===== src/rtl/cpu_clk_pkg.sv =====
`default_nettype none
// ============================================================================
// Module   : cpu_clk_pkg
// Purpose  : Shared state encoding for the 8085 clock stepper.
// Revision : 1.0  initial release
// ============================================================================
package cpu_clk_pkg;

  localparam int STATE_W = 2;

  // 2'b11 is deliberately left unused; the FSM recovers it to ST_IDLE.
  typedef enum logic [STATE_W-1:0] {
    ST_IDLE      = 2'b00,
    ST_RUN       = 2'b01,
    ST_STEP_PEND = 2'b10
  } state_e;

endpackage : cpu_clk_pkg
`default_nettype wire


===== src/rtl/cpu_clk_stepper_debounce.sv =====
`default_nettype none
// ============================================================================
// Module   : step_debounce
// Purpose  : Synchronizes and debounces the STEP push-button, emitting a
//            one-cycle pulse when the accepted level goes 0->1.
// Revision : 1.0  initial release
// ============================================================================
module step_debounce #(
  parameter int SYNC_STAGES     = 2,
  parameter int DEBOUNCE_CYCLES = 1000000
) (
  input  logic clk_i,
  input  logic rst_i,
  input  logic btn_i,
  output logic step_evt_o
);

  localparam int CW = $clog2(DEBOUNCE_CYCLES);
  localparam logic [CW-1:0] C_LAST = CW'(DEBOUNCE_CYCLES - 1);

  logic [SYNC_STAGES-1:0] sync_q;
  logic [CW-1:0]          cnt_q, cnt_d;
  logic                   stable_q, stable_d;
  logic                   evt_q, evt_d;
  logic                   w_sync;

  assign w_sync = sync_q[SYNC_STAGES-1];

  // Count only while the synchronized level disagrees with the accepted one;
  // any agreement (a bounce back) restarts the stability window.
  always_comb begin
    cnt_d    = '0;
    stable_d = stable_q;
    evt_d    = 1'b0;
    if (w_sync != stable_q) begin
      if (cnt_q == C_LAST) begin
        stable_d = w_sync;
        evt_d    = w_sync;
      end else begin
        cnt_d = cnt_q + 1'b1;
      end
    end
  end

  always_ff @(posedge clk_i or posedge rst_i) begin
    if (rst_i) begin
      sync_q   <= '0;
      cnt_q    <= '0;
      stable_q <= 1'b0;
      evt_q    <= 1'b0;
    end else begin
      sync_q   <= {sync_q[SYNC_STAGES-2:0], btn_i};
      cnt_q    <= cnt_d;
      stable_q <= stable_d;
      evt_q    <= evt_d;
    end
  end

  assign step_evt_o = evt_q;

endmodule : step_debounce
`default_nettype wire


===== src/rtl/cpu_clk_stepper.sv =====
`default_nettype none
// ============================================================================
// Module   : cpu_clk_stepper
// Purpose  : Turns slow_clk rising edges into cpu_ce pulses with RUN / STEP /
//            HALT control and a wrapping pulse counter.
// Revision : 1.0  initial release
// ============================================================================
module cpu_clk_stepper
  import cpu_clk_pkg::*;
#(
  parameter int SYNC_STAGES     = 2,
  parameter int DEBOUNCE_CYCLES = 1000000,
  parameter int CNT_WIDTH       = 16
) (
  input  logic                 clk_in,
  input  logic                 reset,
  input  logic                 slow_clk,
  input  logic                 run_mode,
  input  logic                 step_btn,
  input  logic                 halt_req,
  input  logic                 cnt_clr,
  output logic                 cpu_ce,
  output logic [CNT_WIDTH-1:0] tick_count,
  output logic [STATE_W-1:0]   state
);

  logic [SYNC_STAGES-1:0] slow_sync_q;
  logic                   slow_hist_q;
  logic                   w_slow_rise;
  logic                   w_step_evt;
  state_e                 state_q, state_d;
  logic                   cpu_ce_q, cpu_ce_d;
  logic [CNT_WIDTH-1:0]   tick_q, tick_d;

  assign w_slow_rise = slow_sync_q[SYNC_STAGES-1] & ~slow_hist_q;

  step_debounce #(
    .SYNC_STAGES    (SYNC_STAGES),
    .DEBOUNCE_CYCLES(DEBOUNCE_CYCLES)
  ) u_step_debounce (
    .clk_i     (clk_in),
    .rst_i     (reset),
    .btn_i     (step_btn),
    .step_evt_o(w_step_evt)
  );

  always_comb begin
    state_d  = state_q;
    cpu_ce_d = 1'b0;
    case (state_q)
      ST_IDLE: begin
        if (halt_req)        state_d = ST_IDLE;
        else if (run_mode)   state_d = ST_RUN;
        else if (w_step_evt) state_d = ST_STEP_PEND;
      end
      ST_RUN: begin
        if (halt_req || !run_mode) state_d = ST_IDLE;
        else                       cpu_ce_d = w_slow_rise;
      end
      ST_STEP_PEND: begin
        // A second press while pending is simply not looked at.
        if (halt_req) begin
          state_d = ST_IDLE;
        end else if (w_slow_rise) begin
          cpu_ce_d = 1'b1;
          state_d  = ST_IDLE;
        end
      end
      default: state_d = ST_IDLE;
    endcase
  end

  always_comb begin
    tick_d = tick_q + CNT_WIDTH'(cpu_ce_q);
    if (cnt_clr) tick_d = '0;
  end

  always_ff @(posedge clk_in or posedge reset) begin
    if (reset) begin
      slow_sync_q <= '0;
      slow_hist_q <= 1'b0;
      state_q     <= ST_IDLE;
      cpu_ce_q    <= 1'b0;
      tick_q      <= '0;
    end else begin
      slow_sync_q <= {slow_sync_q[SYNC_STAGES-2:0], slow_clk};
      slow_hist_q <= slow_sync_q[SYNC_STAGES-1];
      state_q     <= state_d;
      cpu_ce_q    <= cpu_ce_d;
      tick_q      <= tick_d;
    end
  end

  assign cpu_ce     = cpu_ce_q;
  assign tick_count = tick_q;
  assign state      = state_q;

endmodule : cpu_clk_stepper
`default_nettype wire


===== config.mk =====
export PLATFORM = sky130hd
export DESIGN_NAME = cpu_clk_stepper
export DESIGN_NICKNAME = d
export VERILOG_FILES = /design/src/rtl/cpu_clk_pkg.sv /design/src/rtl/cpu_clk_stepper_debounce.sv /design/src/rtl/cpu_clk_stepper.sv
export SDC_FILE = /design/constraint.sdc
export NUM_CORES = 1
export LEC_CHECK = 0
export ABC_AREA = 1
export CAP_MARGIN = 20
export CORE_MARGIN = 1
export CORE_UTILIZATION = 50
export DETAILED_ROUTE_END_ITERATION = 6
export PLACE_DENSITY = 0.77
export SYNTH_ARGS = -nofsm -noshare
export SYNTH_HDL_FRONTEND = slang
export SYNTH_SLANG_ARGS = --single-unit

===== constraint.sdc =====
create_clock -name clk_in -period 1.9 [get_ports clk_in]
set_input_delay 0.38 -clock clk_in [delete_from_list [all_inputs] [get_ports clk_in]]
set_output_delay 0.38 -clock clk_in [all_outputs]
set_load 0.02 [all_outputs]

==> metrics.md, run 1 <==
| Metric | Value |
|---|---|
| PD cells | 720 nW/um^2 |
| Placed cells | 357 |
| Post-synth top area share | 49.3% |
| Vias per inst | 5.19 |
| Postcts setup bufs | 0 |
| Initial antenna violation count | 0 |
| Post-route ant nets | 0 |
| Hold Path Depth | 0 |
| DRT iter0 DRCs | 135 |
| Commonest cells after routing, fill and taps aside | nor2_1 (51), nand2_1 (48), dfrtp_1 (46) |
| Max-capacitance violation count | 0 |
| Min-delay worst type | flop to flop |
| Post-synth cell types | 27 |
| Full die area | 4950 um^2 |
| CTS tree | done |
| NumNets Final | 325 |
| Vias in the first global route | 1,831 |
| Outcome | complete, no violations |
| Leakage power | 1.27 nW |
| Slowest-stage cell, CP | clkdlybuf4s50_1 |
| Residual DRC count | 0 |
| Syn-to-layout area delta | 20.2% |
| Die Wd | 70.4 um |
| Sequential share of the synthesized area | 49.3% |
| CP peak stage delay | 640 ps |
| Final Critical Period | 1770 ps |
| Grt peak-use layer | met2 |
| TNS Setup | 0 ps |
| Num rows | 24 |
| Top-level port count | 26 |
| Post-Route WL | 4.50 mm |
| Maximum clock insertion buffer count | 2 |
| R2R depth | 9 |
| Ant. Diodes | 0 |
| WP data arrival | 1390 ps |
| Most common cell after layout, fill and taps aside | nor2_1 |
| Max FO, Critical Path | 7 |
| Grt met2 use | 35.2% |
| Met3 Usage GRT | 5.48% |
| Routed WL per cell | 12.3 um |
| Slew of the pin with the lowest slew margin | 379 ps |
| Mean Syn Cell Area | 8.37 um^2 |
| Final Hold Viols | 0 |
| Post-CTS sizing | 0 |
| GR Util met1 | 24.0% |
| Total track usage | 20.4% |
| Crit start category | flop |
| Critical Path End Type | output pin |
| Port Buffers | 25 |
| Slew Limit Fails | 0 |
| F_max | 563 MHz |
| Yosys warning total | 0 |
| Die H | 70.4 um |
| Clock skew | 5.60 ps |
| Top delay family on crit path | buffers and inverters |
| Drt first pass iters | 4 |
| Crit-path cells | clkdlybuf4s50_1 |
| Post-Syn Area | 2340 um^2 |
| Crit path buf inv count | 1 |
| Proportion of layout cells with a drive suffix above 1 | 9.90% |
| H-tree depth | 2 |
| Root Buffer | clkbuf_8 |
| CTS buffer count | 5 |
| Syn_nets | 292 |
| Flops & latches, synth | 46 |
| Slew headroom | 74.7% |
| Core footprint | 4410 um^2 |
| DP HPWL | 3.15 mm |
| Setup slack, reg-to-reg | 310 ps |
| CTS Sinks | 46 |
| Gr ovfl total | 0 |
| GPL Wtd Cong | 0.810 |
| Final setup viols | 0 |
| Worst skew pair latency | 300 ps |
| Largest net degree at the start of global routing | 47 |
| First-pass GRT wire length | 7.89 mm |
| Starting Density | 52.9% |
| Post-route clock period utilization | 93.4% |
| CTS clk-pin slew, worst paths | 90 ps |
| WS Path Type | flop to output pin |
| Top cell type by total area after synthesis | dfrtp_1 |
| Worst path required time | 1520 ps |
| Synth top area cells | dfrtp_1 (49%), nor2_1 (8.2%), nand2_1 (7.7%) |
| Finished Layout Cells | 365 |
| IR drop worst, VDD | 0.000386 V |
| RSZ-0062 raised after global routing | no |
| Hold Buf Count CTS | 0 |
| Post-Syn Instances | 279 |
| Vias | 1,895 |
| Worst path depth | 1 |
power by group:
group	switching [mW]	internal, mW
clock network	0.336	0.527
registers	0.0154	0.997
logic	0.0875	0.0594
total	0.439	1.58
metrics by stage:
stage / instance area (um^2) / hold slack, ps / total power [mW] / utilization (%) / setup slack [ps]
detailed placement: 2670 / 344 / 1.18 / 60.5 / 216
global placement: 2670 / 336 / 1.18 / 60.5 / 293
finish: 2810 / 355 / 2.02 / 63.6 / 125
floorplan: 2340 / 331 / 1.12 / - / 360
global route: 2810 / 372 / 2.12 / 63.6 / 74.5
CTS: 2810 / 364 / 2.05 / 63.6 / 108
layer usage:
metal  part of all wire (%)  vias to the layer above
li1                       -                      951
met1                     44                      886
met2                     50                       52
met3                    4.6                        6
met4                    1.4                        0
met5                      0                        -
cell families after synthesis:
group	Yosys count	share of synthesized area [%]
AOI/OAI and AO/OA	28	6.32
xor gates and xnor gates	11	4.12
adders and majority gates	6	3.21
buffers and inverters	40	6.53
DFF	46	49.3
and+or+nand+nor	148	30.5
final cells by class:
| class | count | area (um^2) |
|---|---|---|
| inverter | 40 | 153 |
| tap | 52 | 65.1 |
| clock buffer | 5 | 68.8 |
| multi-input combinational | 193 | 1030 |
| sequential | 46 | 1150 |
| clock inverter | 3 | 68.8 |
| fill | 373 | 1610 |
| timing repair buffer | 26 | 270 |
state kept, by name (all words and copies together), names as in the netlist:
name,flops
u_step_debounce.cnt_q,20
tick_count,16
slow_sync_q,2
state,2
u_step_debounce.sync_q,2
cpu_ce,1
slow_hist_q,1
u_step_debounce.stable_q,1
u_step_debounce.step_evt_o,1
cells in the mapped netlist:
library cell / instances
nor3_1: 7
o21ai_0: 9
nand3_1: 16
nand3_4: 1
a21oi_1: 14
nor3b_1: 1
nand4_1: 5
nor2_1: 51
nor2_2: 4
xnor2_1: 3
nand2_2: 5
nand2_4: 1
nor2_4: 3
nor3_4: 2
o21ai_1: 1
inv_4: 1
dfrtp_1: 46
inv_1: 38
ha_1: 6
xor2_1: 8
a211oi_1: 1
or2_2: 1
inv_2: 1
nand3_2: 3
nand2_1: 48
a31oi_1: 2
o21a_1: 1
worst paths after layout:
| path | endpoint | from |
|---|---|---|
| max | tick_count[7] | tick_count[7] |
| min | slow_sync_q[1] | slow_sync_q[0] |
| max reg2reg | tick_count[14] | tick_count[0] |
| min reg2reg | slow_sync_q[1] | slow_sync_q[0] |
| max in group asynchronous | u_step_debounce.cnt_q[13] | reset |
| min in group asynchronous | slow_hist_q | reset |
(Power assumes the default switching activity.)
==> run 2: changes to the inputs <==
Settings changed: CTS_CLUSTER_SIZE from default to 10.
==> results of run 2 <==
Same layout as run 1: the final DEF is identical, and so are final timing and power.
==> run 3: changes to the inputs <==
==> constraint.sdc (replaced) <==
create_clock -name clk_in -period 1.9 [get_ports clk_in]
set_input_delay 0.38 -clock clk_in [delete_from_list [all_inputs] [get_ports clk_in]]
set_output_delay 0.38 -clock clk_in [all_outputs]
set_load 0.05 [all_outputs]
==> metrics.md, run 3 (synthesized netlist as in run 1, its figures left out) <==
| Metric | Value |
|---|---|
| Outcome | complete, no violations |
| Most common cell after layout, fill and taps aside | nor2_1 |
| Post-Route WL | 4.19 mm (-6.9%) |
| Final Hold Viols | 0 (unchanged) |
| Worst path required time | 1520 ps (about the same) |
| CP Launch Point | tick_count[0] |
| Critical Path End Type | output pin |
| RSZ-0062 raised after global routing | no |
| Starting Density | 52.9% (unchanged) |
| Maximum clock insertion buffer count | 2 (unchanged) |
| Vias per inst | 5.00 (-3.6%) |
| CP peak stage delay | 800 ps (+160 ps) |
| Slew Limit Fails | 0 (unchanged) |
| Slew of the pin with the lowest slew margin | 502 ps (+123 ps) |
| Crit-path cells | clkdlybuf4s50_1 |
| Clock skew | 10.3 ps (+4.72 ps) |
| Max FO, Critical Path | 2 (-5) |
| Initial antenna violation count | 0 (unchanged) |
| Die H | 70.4 um (unchanged) |
| Setup ws final | 62.1 ps (-63.2 ps) |
| Crit start category | flop |
| DRT iter0 DRCs | 70 (-48%) |
| Internal Power | 1.44 mW (-8.8%) |
| Proportion of layout cells with a drive suffix above 1 | 13.1% (+3.2 points) |
| Residual DRC count | 0 (unchanged) |
| Seq pwr share | 53.5% (+3.4 points) |
| Num rows | 24 (unchanged) |
| Leakage power | 1.38 nW (+8.1%) |
| Full die area | 4950 um^2 (unchanged) |
| GPL Wtd Cong | 0.801 (-1.0%) |
| WP data arrival | 1460 ps (+70 ps) |
| CTS buffer count | 5 (unchanged) |
| CTS tree | done |
| PD cells | 685 nW/um^2 (-4.9%) |
| NetSw | 0.448 mW (+2.2%) |
| Biggest register | u_step_debounce.cnt_q |
| Slowest-stage cell, CP | clkdlybuf4s50_1 |
| Critical R2R Launch | tick_count[0] |
| F_max | 544 MHz (-3.4%) |
| DP HPWL | 3.10 mm (-1.7%) |
| CTS clk-pin slew, worst paths | 80 ps (about the same) |
| Min-delay worst type | flop to flop |
| H-tree depth | 2 (unchanged) |
| Port Buffers | 25 (unchanged) |
| Top-level port count | 26 (unchanged) |
| Power share of the clock group | 38.1% (-4.6 points) |
| Root Buffer | clkbuf_8 |
| Vias | 1,826 (-3.6%) |
| Core footprint | 4410 um^2 (unchanged) |
| Vias in the first global route | 1,802 (-1.6%) |
| TNS Setup | 0 ps (unchanged) |
| Total track usage | 19.1% (-1.3 points) |
| Largest net degree at the start of global routing | 47 (unchanged) |
| NumNets Final | 325 (unchanged) |
| Final Critical Period | 1840 ps (+63.2 ps) |
| Routed WL per cell | 11.5 um (-6.9%) |
| Cell Area, Placed | 2640 um^2 (-1.0%) |
| Crit path buf inv count | 1 (unchanged) |
| Drt first pass iters | 4 (unchanged) |
| Post-route clock period utilization | 96.7% (+3.3 points) |
| Top delay family on crit path | buffers and inverters |
| First-pass GRT wire length | 7.51 mm (-4.8%) |
| Slew headroom | 66.5% (-8.2 points) |
| Combinational share of power | 8.5% (+1.2 points) |
| Max reg flops | 20 (unchanged) |
| Gr ovfl total | 0 (unchanged) |
| Worst slack, placed | 259 ps (+42.7 ps) |
| Commonest cells after routing, fill and taps aside | nor2_1 (51), nand2_1 (48), dfrtp_1 (46) |
| CTS Sinks | 46 (unchanged) |
| IR drop worst, VDD | 0.000360 V (-6.9%) |
| Max-capacitance violation count | 0 (unchanged) |
| Cell area after layout | 2770 um^2 (-1.6%) |
| Util after Layout | 62.6% (-0.99 points) |
| Sw Share | 23.7% (+2.0 points) |
| Final setup viols | 0 (unchanged) |
| WS Path Type | flop to output pin |
| Postcts setup bufs | 0 (unchanged) |
| Syn-to-layout area delta | 18.4% |
| Hold wc startpoint | slow_sync_q[0] |
| Ant. Diodes | 0 (unchanged) |
| Post-route ant nets | 0 (unchanged) |
| Worst skew pair latency | 300 ps (about the same) |
| Die Wd | 70.4 um (unchanged) |
==> run 3: worst paths after layout <==
path | depth (start not counted) | slack (ps) | endpoint
max in group asynchronous | 3 | 1270 | u_step_debounce.sync_q[0]
max reg2reg | 9 | 370 | tick_count[14]
min in group asynchronous | 3 | 420 | state[0]
min | 0 | 360 | slow_sync_q[1]
min reg2reg | 0 | 360 | slow_sync_q[1]
max | 1 | 60 | tick_count[0]
==> run 3: area by class of cell <==
cell class                      instances  area (um^2)
Multi-Input combinational cell        193         1030
Clock buffer                            6         72.6
Timing Repair Buffer                   26          254
Fill cell                             378         1650
Inverter                               40          153
Tap cell                               52         65.1
Sequential cell                        46         1150
Clock inverter                          2         37.5
==> run 3: power groups by stage <==
stage,Combinational (mW),Clock [mW],Sequential (mW)
4_1_cts,0.164,0.744,1.01
5_1_grt,0.182,0.785,1.02
3_5_place_dp,0.166,0,1.03
3_3_place_gp,0.164,0,1.03
2_1_floorplan,0.0786,0,1.06
6_report,0.160,0.721,1.01
==> run 3: layer usage <==
metal	vias up	routed length, um	GRT usage, %
li1	943	-	-
met1	831	1920	24.1
met2	45	1990	31.2
met3	7	225	5.48
met4	0	61	6.67
met5	-	0	0
==> run 3: worst reg2reg max path: stages, from the launching register on <==
cell and delay, ps:
dfrtp_1 360, ha_1 170, ha_1 190, nand2_1 70, nor2_1 140, nand2_1 90, nor2_1 210, nand3_1 100
nand2_1 70, nor2_1 40
==> run 3: per-stage QoR <==
step | instances | hold slack (ps) | total power, mW
after floorplan | 279 | 331 | 1.14
after global placement | 357 | 337 | 1.19
after detailed placement | 357 | 347 | 1.20
after CTS | 365 | 362 | 1.92
after global routing | 365 | 386 | 1.98
final | 365 | 355 | 1.89
==> run 3: what timing repair did <==
action / in CTS / in global routing
hold buffers: 0 / 0
resized for setup: 1 / 5
cloned: 0 / 0
hold endpoints to repair: 0 / 0
pin swaps: 0 / 0
endpoints found under the setup margin: 1 / 5
